### config.mk
export PLATFORM = sky130hd
export DESIGN_NAME = ft60x_bus_scheduler
export DESIGN_NICKNAME = d
export VERILOG_FILES = /design/src/rtl/ft60x_bus_scheduler_pkg.sv /design/src/rtl/ft60x_bus_scheduler.sv
export SDC_FILE = /design/constraint.sdc
export NUM_CORES = 1
export LEC_CHECK = 0
export ABC_AREA = 1
export BUFFER_PORTS_ARGS = -buffer_cell sky130_fd_sc_hd__buf_2
export CAP_MARGIN = 15
export CORE_MARGIN = 2
export CORE_UTILIZATION = 34
export CTS_BUF_LIST = sky130_fd_sc_hd__clkbuf_2
export CTS_CLUSTER_SIZE = 16
export DETAILED_ROUTE_END_ITERATION = 10
export PLACE_DENSITY = 0.73
export SYNTH_ARGS = -nofsm -noshare
export SYNTH_HDL_FRONTEND = slang
export SYNTH_SLANG_ARGS = --single-unit
### constraint.sdc
create_clock -name usb_clk -period 3 [get_ports usb_clk]
set_clock_uncertainty 0.05 [all_clocks]
set_input_delay 0.6 -clock usb_clk [delete_from_list [all_inputs] [get_ports usb_clk]]
set_output_delay 0.6 -clock usb_clk [all_outputs]
set_load 0.005 [all_outputs]
### src/rtl/ft60x_bus_scheduler_pkg.sv
// FT60x bus scheduler shared types.
// State encoding and grant direction for the half-duplex bus FSM.
package ft60x_bus_scheduler_pkg;

  typedef enum logic [2:0] {
    S_IDLE,
    S_RX_OE,
    S_RX_RD,
    S_RX_END,
    S_TX_TURN,
    S_TX_WR,
    S_TX_END
  } state_e;

  typedef enum logic {
    GRANT_TX = 1'b0,
    GRANT_RX = 1'b1
  } grant_e;

endpackage

### src/rtl/ft60x_bus_scheduler.sv
// FT60x 245-sync-FIFO half-duplex bus scheduler (usb_clk domain).
// Ports: chip strobes/flags and bus, TX FWFT FIFO read side,
// RX FIFO write side, busy/dir_rx status.
module ft60x_bus_scheduler
  import ft60x_bus_scheduler_pkg::*;
#(
  parameter int FIFO_BUS_WIDTH = 2,
  parameter int MAX_BURST      = 256
) (
  input  logic                        usb_clk,
  input  logic                        rst_glbl,
  input  logic                        usb_txe_n,
  input  logic                        usb_rxf_n,
  output logic                        usb_wr_n,
  output logic                        usb_rd_n,
  output logic                        usb_oe_n,
  input  logic [FIFO_BUS_WIDTH*8-1:0] usb_data_i,
  input  logic [FIFO_BUS_WIDTH-1:0]   usb_be_i,
  output logic [FIFO_BUS_WIDTH*8-1:0] usb_data_o,
  output logic [FIFO_BUS_WIDTH-1:0]   usb_be_o,
  output logic                        usb_data_t,
  output logic                        usb_be_t,
  input  logic                        tx_empty,
  input  logic [FIFO_BUS_WIDTH*8-1:0] tx_dout,
  input  logic [FIFO_BUS_WIDTH-1:0]   tx_be,
  output logic                        tx_rd_en,
  input  logic                        rx_prog_full,
  output logic                        rx_wr_en,
  output logic [FIFO_BUS_WIDTH*8-1:0] rx_din,
  output logic [FIFO_BUS_WIDTH-1:0]   rx_be,
  output logic                        busy,
  output logic                        dir_rx
);

  localparam int BCNT_W = $clog2(MAX_BURST + 1);
  localparam logic [BCNT_W-1:0] MAXC = BCNT_W'(MAX_BURST);

  state_e            state;
  grant_e            last_grant;
  logic [BCNT_W-1:0] burst_cnt;
  logic              oe_q;
  logic              rd_q;
  logic              t_q;

  logic              rx_req;
  logic              tx_req;
  logic              tx_ok;
  logic              rx_last;
  logic              tx_last;
  logic [BCNT_W-1:0] cnt_inc;

  assign rx_req = !usb_rxf_n && !rx_prog_full;
  assign tx_req = !usb_txe_n && !tx_empty;

  assign usb_oe_n   = oe_q;
  assign usb_rd_n   = rd_q;
  assign usb_data_t = t_q;
  assign usb_be_t   = t_q;
  assign usb_data_o = tx_dout;
  assign usb_be_o   = tx_be;
  assign rx_din     = usb_data_i;
  assign rx_be      = usb_be_i;

  // Write strobe follows the FIFO head so a word is never
  // presented when the FIFO runs dry mid-tenure.
  assign tx_ok    = (state == S_TX_WR) && !tx_empty
                    && (burst_cnt < MAXC);
  assign usb_wr_n = !tx_ok;
  assign tx_rd_en = tx_ok && !usb_txe_n;
  assign rx_wr_en = !rd_q && !usb_rxf_n;

  // Count including this cycle's transfer, so the limit is
  // detected on the word that reaches it.
  assign cnt_inc = burst_cnt + BCNT_W'(rx_wr_en | tx_rd_en);
  assign rx_last = usb_rxf_n || rx_prog_full || (cnt_inc == MAXC);
  assign tx_last = usb_txe_n || tx_empty || (cnt_inc == MAXC);

  assign busy   = (state != S_IDLE);
  assign dir_rx = (state == S_RX_OE) || (state == S_RX_RD)
                  || (state == S_RX_END);

  always_ff @(posedge usb_clk or posedge rst_glbl) begin
    if (rst_glbl) begin
      state      <= S_IDLE;
      last_grant <= GRANT_TX;
      burst_cnt  <= '0;
      oe_q       <= 1'b1;
      rd_q       <= 1'b1;
      t_q        <= 1'b1;
    end else begin
      unique case (state)
        S_IDLE: begin
          burst_cnt <= '0;
          // Contested grant alternates away from the last winner.
          if (rx_req && (!tx_req || last_grant == GRANT_TX)) begin
            state      <= S_RX_OE;
            oe_q       <= 1'b0;
            last_grant <= GRANT_RX;
          end else if (tx_req) begin
            state      <= S_TX_TURN;
            t_q        <= 1'b0;
            last_grant <= GRANT_TX;
          end
        end
        S_RX_OE: begin
          state <= S_RX_RD;
          rd_q  <= 1'b0;
        end
        S_RX_RD: begin
          burst_cnt <= cnt_inc;
          if (rx_last) begin
            state <= S_RX_END;
            rd_q  <= 1'b1;
            oe_q  <= 1'b1;
          end
        end
        S_RX_END: begin
          state <= S_IDLE;
        end
        S_TX_TURN: begin
          state <= S_TX_WR;
        end
        S_TX_WR: begin
          burst_cnt <= cnt_inc;
          if (tx_last) begin
            state <= S_TX_END;
            t_q   <= 1'b1;
          end
        end
        S_TX_END: begin
          state <= S_IDLE;
        end
        default: begin
          state <= S_IDLE;
        end
      endcase
    end
  end

endmodule
# == Word level (Yosys, flattened, before mapping) ==
# Index checks and enable logic that the tools add are counted.
# classes
n_shift,0
eq_ne,12
bitwise,2
multipliers,0
n_mux,15
div_mod_pow,0
n_lt_le_gt_ge,1
add_sub_neg,1
n_reduce_logical,34
# op_table
operator,n
9-bit one-hot mux with 2 select lines,1
3-bit one-hot mux with 5 select lines,1
3-bit 2-to-1 mux,4
"2-bit inequality test, second input constant",5
2-bit nonzero test,5
9-bit by 1-bit adder with 9-bit output,1
"9-bit equality test, second input constant",1
"9-bit less-than comparator, second input constant",1
1-bit logical AND,7
1-bit zero test,7
1-bit logical OR,7
"3-bit by 2-bit equality test with 1-bit output, second input constant",2
"3-bit equality test, second input constant",2
1-bit 2-to-1 mux,6
1-bit one-hot mux with 2 select lines,3
3-bit AND reduction,2
2-bit AND reduction,2
4-bit AND reduction,1
"3-bit by 1-bit equality test with 1-bit output, second input constant",1
3-bit zero test,1
"3-bit inequality test, second input constant",1
3-bit nonzero test,1
2-bit OR reduction,1
1-bit NOT,1
1-bit OR,1
# totals
n_memories,0
latchBits,0
rom_bits,0
in_bits,42
out_inout_bits,45
register_bits,16
ram_bits,0
elab_cells,71

# == Longest topological paths before layout ==
# Gate-level depths: netlist of the first run.
# logic_depth
word_depth,10
depth_mapped,21

# == Worst setup path before layout of the first run ==
# OpenSTA, ideal clock, no wires.
# synth_path
kind,register to register
startpoint,register state[1]
endpoint,"register t_q, in the netlist usb_be_t"
slack_ns,0.709
path_buffers,0
required_time_ns,2.874
stages_incl_launch_ff,20
setup_time_ns,0.076
arrival_time_ns,2.165
synth_period_minus_slack_ns,2.291
cell_sequence,dfrtp_1 -> inv_2 -> nand2_1 -> inv_1 -> nand2_1 -> inv_1 -> nand2_1 -> o22ai_1 -> ha_1 -> ha_1 -> nor2_1 -> nand3_1 -> nor2_1 -> nand2_1 -> nor2_1 -> nand2_2 -> nand2_2 -> nand3_1 -> nand2_1 -> nand2_1
# synth_via
elab_chain_len,10
# synth_rtl
item,line,source
"start, declared",ft60x_bus_scheduler.sv:38,state_e state;
"start signal, assigned",ft60x_bus_scheduler.sv:84,state <= S_IDLE;
"start signal, assigned",ft60x_bus_scheduler.sv:96,state <= S_RX_OE;
"start signal, assigned",ft60x_bus_scheduler.sv:100,state <= S_TX_TURN;
3-bit equality test,"ft60x_bus_scheduler.sv:66, ft60x_bus_scheduler.sv:91",
1-bit logical AND,ft60x_bus_scheduler.sv:66,assign tx_ok = (state == S_TX_WR) && !tx_empty
1-bit logical AND,ft60x_bus_scheduler.sv:67,&& (burst_cnt < MAXC);
1-bit logical AND,ft60x_bus_scheduler.sv:69,assign tx_rd_en = tx_ok && !usb_txe_n;
1-bit OR,ft60x_bus_scheduler.sv:74,assign cnt_inc = burst_cnt + BCNT_W'(rx_wr_en | tx_rd_en);
9-bit by 1-bit adder with 9-bit output,ft60x_bus_scheduler.sv:74,
9-bit equality test,ft60x_bus_scheduler.sv:76,assign tx_last = usb_txe_n || tx_empty || (cnt_inc == MAXC);
1-bit logical OR,ft60x_bus_scheduler.sv:76,
2-bit inequality test (no source line),-,
4-bit AND reduction (no source line),-,
"end signal, assigned",ft60x_bus_scheduler.sv:89,t_q <= 1'b1;
"end signal, assigned",ft60x_bus_scheduler.sv:101,t_q <= 1'b0;
"end signal, assigned",ft60x_bus_scheduler.sv:127,t_q <= 1'b1;
"end, declared",ft60x_bus_scheduler.sv:43,logic t_q;
# Several ways; a longest one is shown, not always the timed one.
# A chain may end at the register's enable or synchronous reset.

# == Worst setup path in the final report of the first run ==
# Ends and elaborated chain as after synthesis.

==> summary.md, run 1 <==
| Metric | Value |
|---|---|
| Outcome | finished clean |
| Most used cell, CP | nand2_1 |
| CTS Buf Count | 3 |
| Startpoint types | register |
| Count leader, synth | nand2_1 |
| Largest net degree at the start of global routing | 17 |
| GR Util All Layers | 0.111 |
| Pins Over Slew Limit | 0 |
| Warnings, synthesis | 0 |
| Max transition margin | 0.601 |
| Post-DP HPWL | roughly 1800 µm |
| Fin nets | 210 |
| Simple-Gate Fraction of Synth Area | 0.283 |
| Drt first pass iters | 4 |
| Syn Nets | 228 |
| Root Driver | clkbuf_2 |
| Commonest cells in the netlist | 49 x nand2_1, 37 x buf_4, 22 x inv_1, 22 x nor2_1, 13 x dfrtp_1 |
| Placed Area | around 0.0011 mm² |
| Avg WL per Cell | around 11 µm |
| Final wirelength | about 2300 µm |
| RePlAce Congestion | 0.869 |
| Initial antenna violation count | 0 |
| Number of fill cells | about 380 |
| Crit share post-route | 0.900 |
| Req. time, crit path | approximately 3.2 ns |
| Postcts setup bufs | 0 |
| Core area | 0.00361 mm² |
| Post-route design area | approximately 0.0011 mm² |
| Pwr Total | 807 µW |
| CP max stage delay | 0.43 ns |
| Post-synth EDFFs | 0 |
| CTS tree | built |
| Fmax | 0.370 GHz |
| Min Tclk post-route | 2.70 ns |
| Setup TNS Final | 0 ns |
| Post-synth top area share | 0.257 |
| Crit-path cells | inv_2 > nand2_1 > inv_1 > nand2_1 > inv_1 > nand2_1 > o22ai_1 > ha_1 > ha_1 > nand3_2 > nor2_1 > nand2_1 > nand2_1 > nand2_1 > nor2_2 > nand2_2 > nand2_2 > nand3_1 > nand2_1 > nand2_1 |
| Layout area overhead | -10.2% |
| Slew @ Worst Pin | approximately 0.60 ns |
| CP max stage cell | dfrtp_1 |
| Vias/cell | 4.62 |
| Setup violators final | 0 |
| CTS Buffer Depth | 2 |
| Global route overflow | 0 |
| Vias in the first global route | about 830 |
| Static Leak | around 0.00060 µW |
| FF+latch count, synth | 16 |
| Height of the die | 65.0 µm |
| Drt first-iter violations | 65 |
| Die Wd | 65.0 µm |
| Area leader, netlist | dfrtp_1 |
| Post-route ant nets | 0 |
| PD cells | slightly above 700 mW/mm² |
| Synth top area cells | dfrtp_1 26%, buf_4 22%, nand2_1 15% |
| Synth Area in XOR/XNOR | 0 |
| Clock latency at the later pin of the worst-skew pair | around 0.3 ns |
| Die area | between 0.004 and 0.005 mm² |
| CTS H-tree depth | 1 |
| Fin util | 0.315 |
| Cts repair resizes | 0 |
| WP data arrival | between 2 and 3 ns |
| Critical path peak fanout | 6 |
| CTS Sinks | 16 |
| Async set or reset register ratio after synthesis | 1.00 |
| Share of cells above drive strength 1 | 0.170 |
| CP Class | register to register |
| ANT cells | 0 |
| Cell Area, Synth | between 0.001 and 0.0015 mm² |
| Peak VDD IR | between 0.4 and 0.5 mV |
| Post-synthesis mux area share | 0 |
| Library cells used by synthesis | 19 |
| Top Ports | between 80 and 90 |
| First-pass GRT wire length | roughly 3600 µm |
| Row count | 22 |
| Register area share after synthesis | 0.319 |
| Maxcap violations | 0 |
| DRC | 0 |
| Clock-pin slew on the worst setup and hold paths | approximately 0.15 ns |
| Hold buffer count at CTS | 0 |
| Hold Crit Class | primary input to asynchronous set/reset pin |
| CP endpoint kind | register |
| Largest family of logic cells by synthesized area | buffers and inverters |
| Post-Synthesis Cells | between 150 and 200 |
| Adder-Cell Fraction of Synth Area | 0.0198 |
| Critical path's top delay family | simple AND/OR/NAND/NOR gates |
| Initial core utilization | 0.351 |
| Compound-Gate Fraction of Synth Area | 0.0870 |
| RSZ-0062 raised after global routing | no |
| Final Hold Vio Count | 0 |
| Via count | around 1000 |
| Primary FF master, synth | dfrtp_1 |
| IO Port Bufs | 14 |
| CP Buf/Inv Count | 3 |
| Avg Inst Size Synth | 6.87 µm² |
## logic make-up after synthesis
kind of cell,after synthesis
fa+ha+maj,2
compound gates,18
flops,16
buf+inv,61
simple gates,87
## layout by cell type (no fill, tap or decap), types with 3 or more instances in the layout
cell,synthesis,routed
clkbuf_2,0,3
o22ai_1,5,5
buf_2,0,14
o21ai_0,7,7
dfstp_2,3,3
nor2_1,22,22
nand2_1,49,49
inv_1,22,22
dfrtp_1,13,13
nand3_1,10,10
## power by group
part / switching, µW / internal [µW] / total [µW]
clock network: 70.8 / 29.0 / 99.7
logic: 236 / 141 / 377
registers: 47.6 / 283 / 331
## sequential cells by signal (all words and copies together), names as in the netlist
signal	count
usb_oe_n	1
usb_be_t	1
last_grant	1
usb_rd_n	1
burst_cnt	9
state	3
## stage by stage
| stage | worst slack (ns) | hold WS (ns) | instances |
|---|---|---|---|
| 2_1_floorplan | 0.709 | 0.405 | 184 |
| 3_5_place_dp | 0.385 | 0.411 | 209 |
| 5_1_grt | 0.0567 | 0.292 | 213 |
| 3_3_place_gp | 0.422 | 0.403 | 209 |
| 4_1_cts | 0.315 | 0.299 | 213 |
| 6_report | 0.300 | 0.283 | 213 |
## metal layers
metal,share of wire,up-vias,global-route usage
li1,-,500,-
met1,0.47,460,0.139
met2,0.46,23,0.183
met3,0.070,0,0.0434
met4,0,0,0.0213
met5,0,-,0
## area by class of cell
type	count	area (µm²)	share of cell area
multi-input cells	107	493	0.434
flip-flops and latches	16	404	0.356
inverters	24	90.1	0.0793
repair buffers	14	70.1	0.0617
well taps	48	60.1	0.0529
clock buffers	3	15.0	0.0132
clock inverters	1	3.75	0.00330
## worst paths after layout
| path | cells past startpoint | slack [ns] | start | end |
|---|---|---|---|---|
| worst max-delay path | 20 | 0.30 | state[1] | usb_be_t |
| worst min-delay path | 2 | 0.28 | rst_glbl | burst_cnt[4] |
| worst max register to register | 20 | 0.30 | state[1] | usb_be_t |
| worst min register to register | 2 | 0.43 | usb_oe_n | usb_oe_n |
| max in group asynchronous | 2 | 2.23 | rst_glbl | last_grant |
| min in group usb_clk | 2 | 0.43 | usb_oe_n | usb_oe_n |
(Power assumes the default switching activity.)
==> inputs of run 2 (changes only) <==
CORE_MARGIN = 1   (was 2)
==> run 2 against run 1 <==
  * Final area down 0.22%
  * First-iteration DRC count down 20%
  * Via count down 1.6%
  * Critical path depth down 1
  * Clock-buffer cell count unchanged
  * Die area down 6.1%
  * Sequential power about the same
  * Largest cell class unchanged
==> summary.md, run 2 (synthesized netlist as in run 1, its figures left out) <==
| Metric | Value |
|---|---|
| Max transition margin | 0.589 (-0.0120) |
| Top Registers | burst_cnt x9, state x3 |
| Pins Over Slew Limit | 0 (unchanged) |
| Clock group share of total power | 0.129 (+0.005) |
| CTS tree | built |
| Hold buffer count at CTS | 0 (unchanged) |
| Top Ports | 87 (unchanged) |
| Fin nets | 210 (unchanged) |
| PD cells | 718 mW/mm² (+1.0%) |
| Die area | 0.00397 mm² (-6.1%) |
| Number of flip-flops under the largest register name | 9 (unchanged) |
| Fmax | 0.381 GHz (+2.8%) |
| GR Util All Layers | 0.125 (+0.0138) |
| Maxcap violations | 0 (unchanged) |
| FF-to-FF setup slack | 0.37 ns (+0.07 ns) |
| Height of the die | 63.0 µm (-3.1%) |
| Static Leak | 0.000597 µW (unchanged) |
| Sw Ratio | 0.444 (+0.00508) |
| Post-route ant nets | 0 (unchanged) |
| Reg with most FFs | burst_cnt |
| IO Port Bufs | 14 (unchanged) |
| Number of fill cells | 358 (-6.5%) |
| Routed wl met3 | 210 µm (+30%) |
| Clock-pin slew on the worst setup and hold paths | 0.18 ns (+0.03 ns) |
| Most common cell after layout, fill and taps aside | nand2_1 |
| Die Wd | 63.0 µm (-3.1%) |
| Vias/cell | 4.58 (-0.70%) |
| WL met1 | 1050 µm (-2.9%) |
| Postcts setup bufs | 0 (unchanged) |
| Initial antenna violation count | 0 (unchanged) |
| RSZ-0062 raised after global routing | no |
| Avg WL per Cell | 10.9 µm (+0.43%) |
| ANT cells | 0 (unchanged) |
| Part of the power in registers | 0.404 (-0.006) |
| Most frequent cells in the layout | 49 x nand2_1, 22 x nor2_1, 22 x inv_1 |
| Largest net degree at the start of global routing | 17 (unchanged) |
| WP data arrival | 2.84 ns (-0.06 ns) |
| Met2 Wirelength | 1050 µm (-2.7%) |
| Max layer used | met3 |
| CTS Buf Count | 3 (unchanged) |
| Vias in the first global route | 934 (+12%) |
| Internal cell power | 452 µW (-0.12%) |
| Cts repair resizes | 0 (unchanged) |
| CTS Buffer Depth | 2 (unchanged) |
| Post-route design area | 0.00113 mm² (-0.22%) |
| Storage element area | 404 µm² (unchanged) |
| Setup violators final | 0 (unchanged) |
| Clock latency at the later pin of the worst-skew pair | 0.30 ns (about the same) |
| Reg-to-Reg Start | state[1] |
| Layout area overhead | -10.4% |
| CTS H-tree depth | 1 (unchanged) |
| Req. time, crit path | 3.22 ns (+0.02 ns) |
| RePlAce Congestion | 0.883 (+1.7%) |
| Final wirelength | 2310 µm (-0.52%) |
| CP endpoint kind | register |
| Global route overflow | 0 (unchanged) |
| Share of cells above drive strength 1 | 0.170 (unchanged) |
| Min Tclk post-route | 2.63 ns (-0.0741 ns) |
| Slew @ Worst Pin | 0.616 ns (+0.0180 ns) |
| Initial core utilization | 0.368 (+0.0167) |
| Crit share post-route | 0.875 (-0.0247) |
| R2r worst-path depth | 19 (-5.0%) |
| CTS Sinks | 16 (unchanged) |
| Post-DP HPWL | 1800 µm (-0.16%) |
| Combinational Power Share | 0.467 (about the same) |
| Placed Area | 0.00111 mm² (-0.22%) |
| Peak VDD IR | 0.489 mV (+5.4%) |
| Multi-input logic area | 493 µm² (unchanged) |
| Hold Crit Class | primary input to asynchronous set/reset pin |
| Drt first pass iters | 4 (unchanged) |
| Core area | 0.00344 mm² (-4.5%) |
| Outcome | finished clean |
| Via count | 967 (-1.6%) |
| Critical path peak fanout | 6 (unchanged) |
| Startpoint types | register |
| CP Class | register to register |
| Setup TNS Final | 0 ns (unchanged) |
| Net Sw Power | 361 µW (+2.0%) |
| RR Endpoint | usb_be_t |
| DRC | 0 (unchanged) |
| Root Driver | clkbuf_2 |
| Final Hold Vio Count | 0 (unchanged) |
| Drt first-iter violations | 52 (-20%) |
| First-pass GRT wire length | 3960 µm (+8.9%) |
| Row count | 21 (-4.5%) |
## run 2: final cells by class
type | instances | area share
Timing Repair Buffer | 14 | 0.0618
Sequential cell | 16 | 0.357
Inverter | 24 | 0.0795
Clock inverter | 1 | 0.00331
Clock buffer | 3 | 0.0132
Tap cell | 46 | 0.0508
Multi-Input combinational cell | 107 | 0.435
## run 2: worst max-delay path by stage
stage / startpoint / to / slack, ns / depth (start not counted)
floorplan: state[1] / usb_be_t / 0.71 / 19
global placement: tx_empty / usb_be_t / 0.46 / 16
detailed placement: state[1] / usb_be_t / 0.44 / 19
CTS: state[1] / usb_be_t / 0.40 / 19
global route: state[1] / state[0] / 0.07 / 19
finish: state[1] / usb_be_t / 0.37 / 19
## run 2: per-stage QoR
step / setup slack (ns) / cells / power (µW) / util / hold WS (ns)
after floorplan: 0.709 / 184 / 632 / - / 0.405
after global placement: 0.465 / 207 / 711 / 0.324 / 0.410
after detailed placement: 0.439 / 207 / 710 / 0.324 / 0.406
after CTS: 0.397 / 211 / 815 / 0.329 / 0.305
after global routing: 0.0740 / 211 / 877 / 0.329 / 0.348
final: 0.374 / 211 / 813 / 0.329 / 0.280
## run 2: power by group through the flow
stage	Combinational, µW	Sequential (µW)	Clock (µW)
final	380	329	105
after global routing	427	335	115
after CTS	382	327	107
after detailed placement	378	332	0
after global placement	380	332	0
after floorplan	308	324	0
## run 2: metal layers
metal | GRT usage | up-vias
met5 | 0 | -
met1 | 0.145 | 439
met2 | 0.214 | 32
met4 | 0.0262 | 0
li1 | - | 496
met3 | 0.0511 | 0
## run 2: worst max-delay path, cell delays in order, from the launching register on
cell and delay [ns]:
dfrtp_1 0.44, inv_2 0.08, nand2_1 0.07, inv_1 0.08, nand2_1 0.12, inv_1 0.14
nand2_1 0.10, o22ai_1 0.13, ha_1 0.23, ha_1 0.25, nor2_1 0.12, nand3_1 0.08
nor2_1 0.12, nand2_1 0.06, nor2_1 0.11, nand2_2 0.10, nand2_2 0.11, nand3_1 0.09
nand2_1 0.06, nand2_1 0.04
